--- src/rtl/swclk_pkg.sv ---
// Shared switch clock definitions: FSM state type and default timing constants
// used by both the switch clock generator and the receive-side monitor.
package swclk_pkg;

   typedef enum logic {
      SEARCH  = 1'b0,
      MEASURE = 1'b1
   } swclk_state_t;

   localparam int SWCLK_NOMINAL_PERIOD = 48000;
   localparam int SWCLK_TOLERANCE      = 480;
   localparam int SWCLK_TIMEOUT        = 96000;
   localparam int SWCLK_CNT_W          = 17;

endpackage

--- src/rtl/swclk_sync_filter.sv ---
// Synchronizer, optional glitch filter (SWCLK_GLITCH_FILTER_EN) and edge detect
// for the switch clock. Ports: clk, clr_n, sw_clk_in in; rise, fall pulses out.
module swclk_sync_filter
   import swclk_pkg::*;
#(
   parameter int SYNC_STAGES = 2,
   parameter int FILTER_LEN  = 8
) (
   input  logic clk,
   input  logic clr_n,
   input  logic sw_clk_in,
   output logic rise,
   output logic fall
);

   if (SYNC_STAGES < 2 || FILTER_LEN < 1) begin : g_bad_cfg
      $error("swclk_sync_filter: SYNC_STAGES must be >= 2, FILTER_LEN >= 1");
   end

   logic [SYNC_STAGES-1:0] sync_q;
   logic                   synced;
   logic                   level;
   logic                   level_q;

   always_ff @(posedge clk or negedge clr_n) begin
      if (!clr_n) begin
         sync_q <= '0;
      end else begin
         sync_q <= {sync_q[SYNC_STAGES-2:0], sw_clk_in};
      end
   end

   assign synced = sync_q[SYNC_STAGES-1];

`ifdef SWCLK_GLITCH_FILTER_EN
   localparam int FW = $clog2(FILTER_LEN + 1);

   logic [FW-1:0] flt_cnt;
   logic          filt_q;

   // flt_cnt counts consecutive cycles the synced input disagrees with the
   // filtered level; the level follows only after FILTER_LEN such cycles.
   always_ff @(posedge clk or negedge clr_n) begin
      if (!clr_n) begin
         flt_cnt <= '0;
         filt_q  <= 1'b0;
      end else if (synced == filt_q) begin
         flt_cnt <= '0;
      end else if (flt_cnt == FW'(FILTER_LEN - 1)) begin
         flt_cnt <= '0;
         filt_q  <= synced;
      end else begin
         flt_cnt <= flt_cnt + 1'b1;
      end
   end

   assign level = filt_q;
`else
   assign level = synced;
`endif

   always_ff @(posedge clk or negedge clr_n) begin
      if (!clr_n) begin
         level_q <= 1'b0;
      end else begin
         level_q <= level;
      end
   end

   assign rise = level & ~level_q;
   assign fall = ~level & level_q;

endmodule

--- src/rtl/switch_clock_monitor.sv ---
// Switch clock receiver: measures period/high time, tracks lock, flags loss.
// Ports: clk, clr_n, sw_clk_in in; period, high_time, meas_valid, locked, lost out.
// Build option: SWCLK_GLITCH_FILTER_EN enables the input glitch filter.
module switch_clock_monitor
   import swclk_pkg::*;
#(
   parameter int SYNC_STAGES    = 2,
   parameter int CNT_W          = SWCLK_CNT_W,
   parameter int NOMINAL_PERIOD = SWCLK_NOMINAL_PERIOD,
   parameter int TOLERANCE      = SWCLK_TOLERANCE,
   parameter int TIMEOUT        = SWCLK_TIMEOUT,
   parameter int LOCK_COUNT     = 4,
   parameter int FILTER_LEN     = 8
) (
   input  logic             clk,
   input  logic             clr_n,
   input  logic             sw_clk_in,
   output logic [CNT_W-1:0] period,
   output logic [CNT_W-1:0] high_time,
   output logic             meas_valid,
   output logic             locked,
   output logic             lost
);

   localparam int GW = $clog2(LOCK_COUNT + 1);

   localparam logic [CNT_W-1:0] TO_VAL = CNT_W'(TIMEOUT);
   localparam logic [CNT_W:0]   LO_LIM = (CNT_W+1)'(NOMINAL_PERIOD - TOLERANCE);
   localparam logic [CNT_W:0]   HI_LIM = (CNT_W+1)'(NOMINAL_PERIOD + TOLERANCE);
   localparam logic [GW-1:0]    LC_VAL = GW'(LOCK_COUNT);

   swclk_state_t     state;
   swclk_state_t     state_nxt;
   logic             rise;
   logic             fall;
   logic [CNT_W-1:0] cnt;
   logic [CNT_W-1:0] hi_cap;
   logic             fell;
   logic [GW-1:0]    good_cnt;
   logic [GW-1:0]    good_inc;
   logic             good;

   swclk_sync_filter #(
      .SYNC_STAGES (SYNC_STAGES),
      .FILTER_LEN  (FILTER_LEN)
   ) u_sync (
      .clk       (clk),
      .clr_n     (clr_n),
      .sw_clk_in (sw_clk_in),
      .rise      (rise),
      .fall      (fall)
   );

   assign good = ({1'b0, cnt} >= LO_LIM) && ({1'b0, cnt} <= HI_LIM);
   assign good_inc = (good_cnt == LC_VAL) ? LC_VAL : good_cnt + 1'b1;

   always_ff @(posedge clk or negedge clr_n) begin
      if (!clr_n) begin
         state <= SEARCH;
      end else begin
         state <= state_nxt;
      end
   end

   // A rise in the timeout cycle still counts as a valid edge.
   always_comb begin
      state_nxt = state;
      unique case (state)
         SEARCH:  if (rise) state_nxt = MEASURE;
         MEASURE: if (!rise && cnt == TO_VAL) state_nxt = SEARCH;
      endcase
   end

   always_ff @(posedge clk or negedge clr_n) begin
      if (!clr_n) begin
         cnt        <= '0;
         hi_cap     <= '0;
         fell       <= 1'b0;
         good_cnt   <= '0;
         period     <= '0;
         high_time  <= '0;
         meas_valid <= 1'b0;
         locked     <= 1'b0;
         lost       <= 1'b0;
      end else begin
         meas_valid <= 1'b0;
         lost       <= 1'b0;
         unique case (state)
            SEARCH: begin
               fell <= 1'b0;
               cnt  <= rise ? CNT_W'(1) : '0;
            end
            MEASURE: begin
               if (cnt != TO_VAL) cnt <= cnt + 1'b1;
               if (fall) begin
                  hi_cap <= cnt;
                  fell   <= 1'b1;
               end
               if (rise) begin
                  cnt        <= CNT_W'(1);
                  fell       <= 1'b0;
                  period     <= cnt;
                  // No fall seen this period: treat the whole period as high.
                  high_time  <= fell ? hi_cap : cnt;
                  meas_valid <= 1'b1;
                  if (good) begin
                     good_cnt <= good_inc;
                     locked   <= (good_inc == LC_VAL);
                  end else begin
                     good_cnt <= '0;
                     locked   <= 1'b0;
                     lost     <= locked;
                  end
               end else if (cnt == TO_VAL) begin
                  cnt      <= '0;
                  good_cnt <= '0;
                  locked   <= 1'b0;
                  lost     <= 1'b1;
               end
            end
         endcase
      end
   end

endmodule

--- config.mk ---
export PLATFORM = sky130hd
export DESIGN_NAME = switch_clock_monitor
export DESIGN_NICKNAME = d
export VERILOG_FILES = /design/src/rtl/swclk_pkg.sv /design/src/rtl/swclk_sync_filter.sv /design/src/rtl/switch_clock_monitor.sv
export SDC_FILE = /design/constraint.sdc
export NUM_CORES = 1
export LEC_CHECK = 0
export CAP_MARGIN = 20
export CORE_MARGIN = 1
export CORE_UTILIZATION = 30
export DETAILED_ROUTE_END_ITERATION = 16
export MAX_ROUTING_LAYER = met4
export PLACE_DENSITY_LB_ADDON = 0.12
export SYNTH_ARGS = -nofsm -noshare
export SYNTH_HDL_FRONTEND = slang
export SYNTH_SLANG_ARGS = --single-unit
--- constraint.sdc ---
create_clock -name clk -period 2.4 [get_ports clk]
set_input_delay 0.48 -clock clk [delete_from_list [all_inputs] [get_ports clk]]
set_output_delay 0.48 -clock clk [all_outputs]
set_load 0.02 [all_outputs]
Yosys cells after proc, flatten, opt, wreduce, memory -nomap -nowiden
Index checks and enable logic that the tools add are counted.
{"block": "op_classes", "n_bitwise": 5, "add_sub_neg": 2, "mux": 24, "n_reduce_logical": 7, "magnitude_cmp": 2, "eq_ne": 6}
{"op": "$mux W17", "n": 4}
{"op": "$pmux W17 S2", "n": 1}
{"op": "$add A17 B1 Y17 const B", "n": 1}
{"op": "$eq A17 B17 Y1 const B", "n": 1}
{"op": "$ge A17 B16 Y1 const B", "n": 1}
{"op": "$le A17 B16 Y1 const B", "n": 1}
{"op": "$ne A17 B17 Y1 const B", "n": 1}
{"op": "$mux W1", "n": 13}
{"op": "$mux W3", "n": 4}
{"op": "$eq A3 B3 Y1 const B", "n": 2}
{"op": "$reduce_and A2 Y1", "n": 3}
{"op": "$ne A4 B1 Y1 const B", "n": 1}
{"op": "$pmux W1 S2", "n": 2}
{"op": "$add A3 B1 Y3 const B", "n": 1}
{"op": "$ne A3 B1 Y1 const B", "n": 1}
{"op": "$not A1 Y1", "n": 3}
{"op": "$and A1 B1 Y1", "n": 2}
{"op": "$logic_and A1 B1 Y1", "n": 2}
{"op": "$reduce_bool A2 Y1", "n": 1}
{"op": "$logic_not A1 Y1", "n": 1}
{"block": "word_totals", "elab_cells": 58, "reg_bits": 79}

Depth between registers and ports, before layout
{"block": "logic_depth", "depth_word": 6, "ltp_mapped": 9}

By module
Synthesis repeated with hierarchy kept, for this count alone.
{"block": "unflattened", "hier_cells": 305, "area_unflattened_um2": 3453.3}
{"module": "switch_clock_monitor", "n_inst": 1, "area_each_um2": 3363.2, "seq_area_each_um2": 1901.8, "cells_each": 300}
{"module": "swclk_sync_filter", "n_inst": 1, "area_each_um2": 90.1, "seq_area_each_um2": 75.1, "cells_each": 5}

Worst setup path before layout
No wires, ideal clock.
{"block": "synth_path", "path_kind": "reg2reg", "startpoint": "register cnt[7]", "endpoint": "register cnt[7]", "path_slack_ns": 0.501, "synth_period_minus_slack_ns": 1.899, "path_stages_with_launch": 9, "arrival_time_ns": 1.780, "setup_ns": 0.119, "cell_sequence": "dfrtp_1 > buf_6 > or4b_4 > nor4_2 > nand2b_1 > nand2b_1 > buf_4 > buf_6 > nor2_1"}
{"block": "synth_between", "elab_chain_cells": 5, "elab_cells_between_ends": 8, "classes_between": "add/sub: 1; eq/ne: 3; mux: 4"}
{"element": "start, declared", "line": "switch_clock_monitor.sv:36", "text": "logic [CNT_W-1:0] cnt;"}
{"element": "start signal, assigned", "line": "switch_clock_monitor.sv:91", "text": "cnt <= rise ? CNT_W'(1) : '0;"}
{"element": "start signal, assigned", "line": "switch_clock_monitor.sv:94", "text": "if (cnt != TO_VAL) cnt <= cnt + 1'b1;"}
{"element": "$add A17 B1 Y17", "line": "switch_clock_monitor.sv:94"}
{"element": "$mux W17", "line": "switch_clock_monitor.sv:94"}
{"element": "$mux W17", "line": "switch_clock_monitor.sv:114", "text": "end else if (cnt == TO_VAL) begin"}
{"element": "$mux W17", "line": "switch_clock_monitor.sv:99", "text": "if (rise) begin"}
{"element": "$pmux W17 S2", "line": "switch_clock_monitor.sv:88", "text": "unique case (state)"}
Parallel ways exist; a longest one is shown, timed or not. The select of a mux whose other input is x is not followed.
A chain may end at the register's enable or synchronous reset.

Worst setup path in the final report
{"block": "layout_path", "startpoint": "register cnt[13]", "endpoint": "register cnt[7]"}
{"block": "layout_between", "elab_chain_cells": 4, "elab_cells_between_ends": 6, "classes_between": "eq/ne: 3; mux: 3"}
{"element": "$eq A17 B17 Y1", "line": "switch_clock_monitor.sv:114"}
{"element": "$mux W17", "line": "switch_clock_monitor.sv:114"}
{"element": "$mux W17", "line": "switch_clock_monitor.sv:99"}
{"element": "$pmux W17 S2", "line": "switch_clock_monitor.sv:88"}
Parallel ways exist; a longest one is shown, timed or not.

==> out/results.ini <==
[outcome]
status=complete, no violations

[logic_synthesis]
ys_warn_count=0
ys.flop_type=dfrtp_1
syn-num-nets=312
synth_edf_count=0
synth.avg_cell_area_um2=11.32
ys_seq_area_frac=0.5727
synth_area_um2=3452
synthCells=305
synthDistinctLibCells=39
ys_async_sr_fraction=1.000
ys_seq_elements=79

[worst_setup_path]
r2r_setup_slack_ns=0.33
path_common_cell=nand2b_1
cp_max_fo=16
end_kind=flip-flop
cpMaxStageDelayCell=or4bb_1
worstPathRequired_ns=2.61
reg2reg_from=cnt[13]
slowest_delay_ns=0.54
path_cells=or4bb_1 -> nor4_2 -> nand2b_1 -> nand2b_1 -> buf_4 -> nor2_1
timing.critical_path.max_delay_family=simple AND/OR/NAND/NOR gates
r2r_end=cnt[7]
worstSetupStartpointType=flip-flop
path_class=flip-flop to flip-flop
path_buf_inv=1
cp.arrival_ns=2.29
reg2reg_depth=6

[power_and_ir_drop]
power.leakage_nw=1.965
power_density_nw_per_um2=813.7
vdd_drop_max_uv=430.9

[sta]
finalHoldViolCount=0
slew_viol_final=0
worst_clock_skew_ns=0.006163
fin_setup_tns_ns=0
min_period_ns=2.074
slew_headroom=0.6166
setup_ws_ns=0.3262
tightest_slew_ns=0.5751
fmax_mhz=482.2
finalCritPeriodShare=0.8641
setup_viol=0
rsz0062_at_grt=no
holdWs_ns=0.1382

[floorplan]
start_util=0.3130
rows=38
die_h_um=109.3
ios=40
core_area_um2=11030
die_width_um=109.3
die-area_um2=11940

[clocking]
cts.sinks=79
clkTransAtPathRegs_ns=0.06
cts_hold_buf=0
numCtsBuffers=9
cts_tree=yes
cts_htree_levels=3
clk_path_buf_depth=2
cts_resized=0
postCtsSetupBuffers=0
clk_latency_ns=0.33
cts-root-buf=clkbuf_16

[place]
placedCellCount=469
port_buffers=39
place_ws_ns=0.2972
hpwl_um=4786
finalWeightedCongestion=0.7871

[finish]
final_cell_mix=79 x dfrtp_1, 38 x clkdlybuf4s50_1, 34 x nand2_1
fin_util=0.3897
diodes=0
drive_above_1_share=0.1623
layout.cells.non_filler=485
n_fill_cell=1098
regArea_um2=1977
syn_to_final_growth_pct=24.54
final_common_cell=dfrtp_1
multi_input_area_um2=1329
layout.nets=347

[route]
antenna_violating_nets_post_route=0
drt_iter0_drc=65
drt_wl_total_um=7219
num_vias=2235
viasPerCell=4.608
routedWlPerCell_um=14.88
drc=0
dr.pass1.iters=4

[grt]
grt_antenna_before_repair=0
grt_max_degree=43
grt_pass1_vias=2197
grt-ovfl-total=0
track_usage=0.1418
grt_pass1_wl_um=12030

[worst_hold_path]
holdCritPathClass=input port to async pin

[flow_run]
drv_cap=0

[cell families (layout without fill, tap and decap cells)]
kind of cell	after synthesis	after routing	share of synthesized area
muxes	45	45	0.1406
DFF	79	79	0.5727
buffers and inverters	32	72	0.04313
adders and majority gates	4	4	0.01450
AOI/OAI and AO/OA	39	39	0.06488
and+or+nand+nor	90	90	0.1236
xor gates and xnor gates	16	16	0.04060
[Yosys cell counts, drive strengths merged (2+ instances only)]
| master | n | share of area |
|---|---|---|
| dfrtp | 79 | 0.57 |
| nand2 | 35 | 0.038 |
| mux2 | 28 | 0.091 |
| nor2 | 28 | 0.030 |
| o21ai | 27 | 0.039 |
| mux2i | 17 | 0.049 |
| clkbuf | 14 | 0.016 |
| buf | 9 | 0.018 |
| inv | 9 | 0.0098 |
| xor2 | 9 | 0.023 |
| xnor2 | 7 | 0.018 |
| nand4 | 6 | 0.011 |
| ha | 4 | 0.014 |
| nand2b | 4 | 0.0072 |
| nand3 | 4 | 0.0058 |
| a21oi | 3 | 0.0043 |
| a22o | 3 | 0.0076 |
| nor4 | 3 | 0.0072 |
| o211ai | 2 | 0.0043 |
[cell type report]
| class | instances | share of cell area |
|---|---|---|
| sequential | 79 | 0.4598 |
| clock inverter | 5 | 0.01892 |
| inverter | 9 | 0.007858 |
| timing repair buffer | 47 | 0.1071 |
| tap | 140 | 0.04075 |
| clock buffer | 11 | 0.05646 |
| multi-input combinational | 194 | 0.3091 |
[how the worst max path moves through the flow]
stage / slack [ns] / cells past startpoint / from / to
3_3_place_gp: 0.32 / 6 / cnt[13] / cnt[7]
3_5_place_dp: 0.30 / 6 / cnt[13] / cnt[11]
5_1_grt: 0.11 / 6 / cnt[13] / cnt[8]
2_1_floorplan: 0.50 / 8 / cnt[7] / cnt[7]
6_report: 0.33 / 6 / cnt[13] / cnt[7]
4_1_cts: 0.28 / 6 / cnt[13] / cnt[7]
[flip-flops by register name (all words and copies together), names as in the netlist]
signal          flops
meas_valid          1
period             17
locked              1
hi_cap             17
state               1
cnt                17
u_sync.sync_q       2
lost                1
good_cnt            3
fell                1
high_time          17
u_sync.level_q      1
[where the power goes]
part | internal, mW | switching [mW] | total, mW
logic | 0.217 | 0.250 | 0.467
registers | 1.45 | 0.100 | 1.55
clock network | 0.940 | 0.546 | 1.49
total | 2.60 | 0.896 | 3.50
[layer usage]
metal,up-vias,GRT usage,routed length (µm)
li1,1108,-,-
met1,1072,0.2101,3968
met2,40,0.1748,2851
met3,15,0.02869,202
met4,0,0.08000,196
met5,-,-,0
[worst reg2reg max path, cell delays in order (launching register included)]
cell and delay, ns:
dfrtp_1 0.52, or4bb_1 0.54, nor4_2 0.31, nand2b_1 0.17
nand2b_1 0.11, buf_4 0.22, nor2_1 0.08
[through the flow]
stage               area [µm²]  total power [mW]
CTS                       4299             3.538
detailed placement        3975             2.047
finish                    4299             3.498
global route              4299             3.665
floorplan                 3452             1.828
global placement          3975             2.043
(Power assumes the default switching activity.)
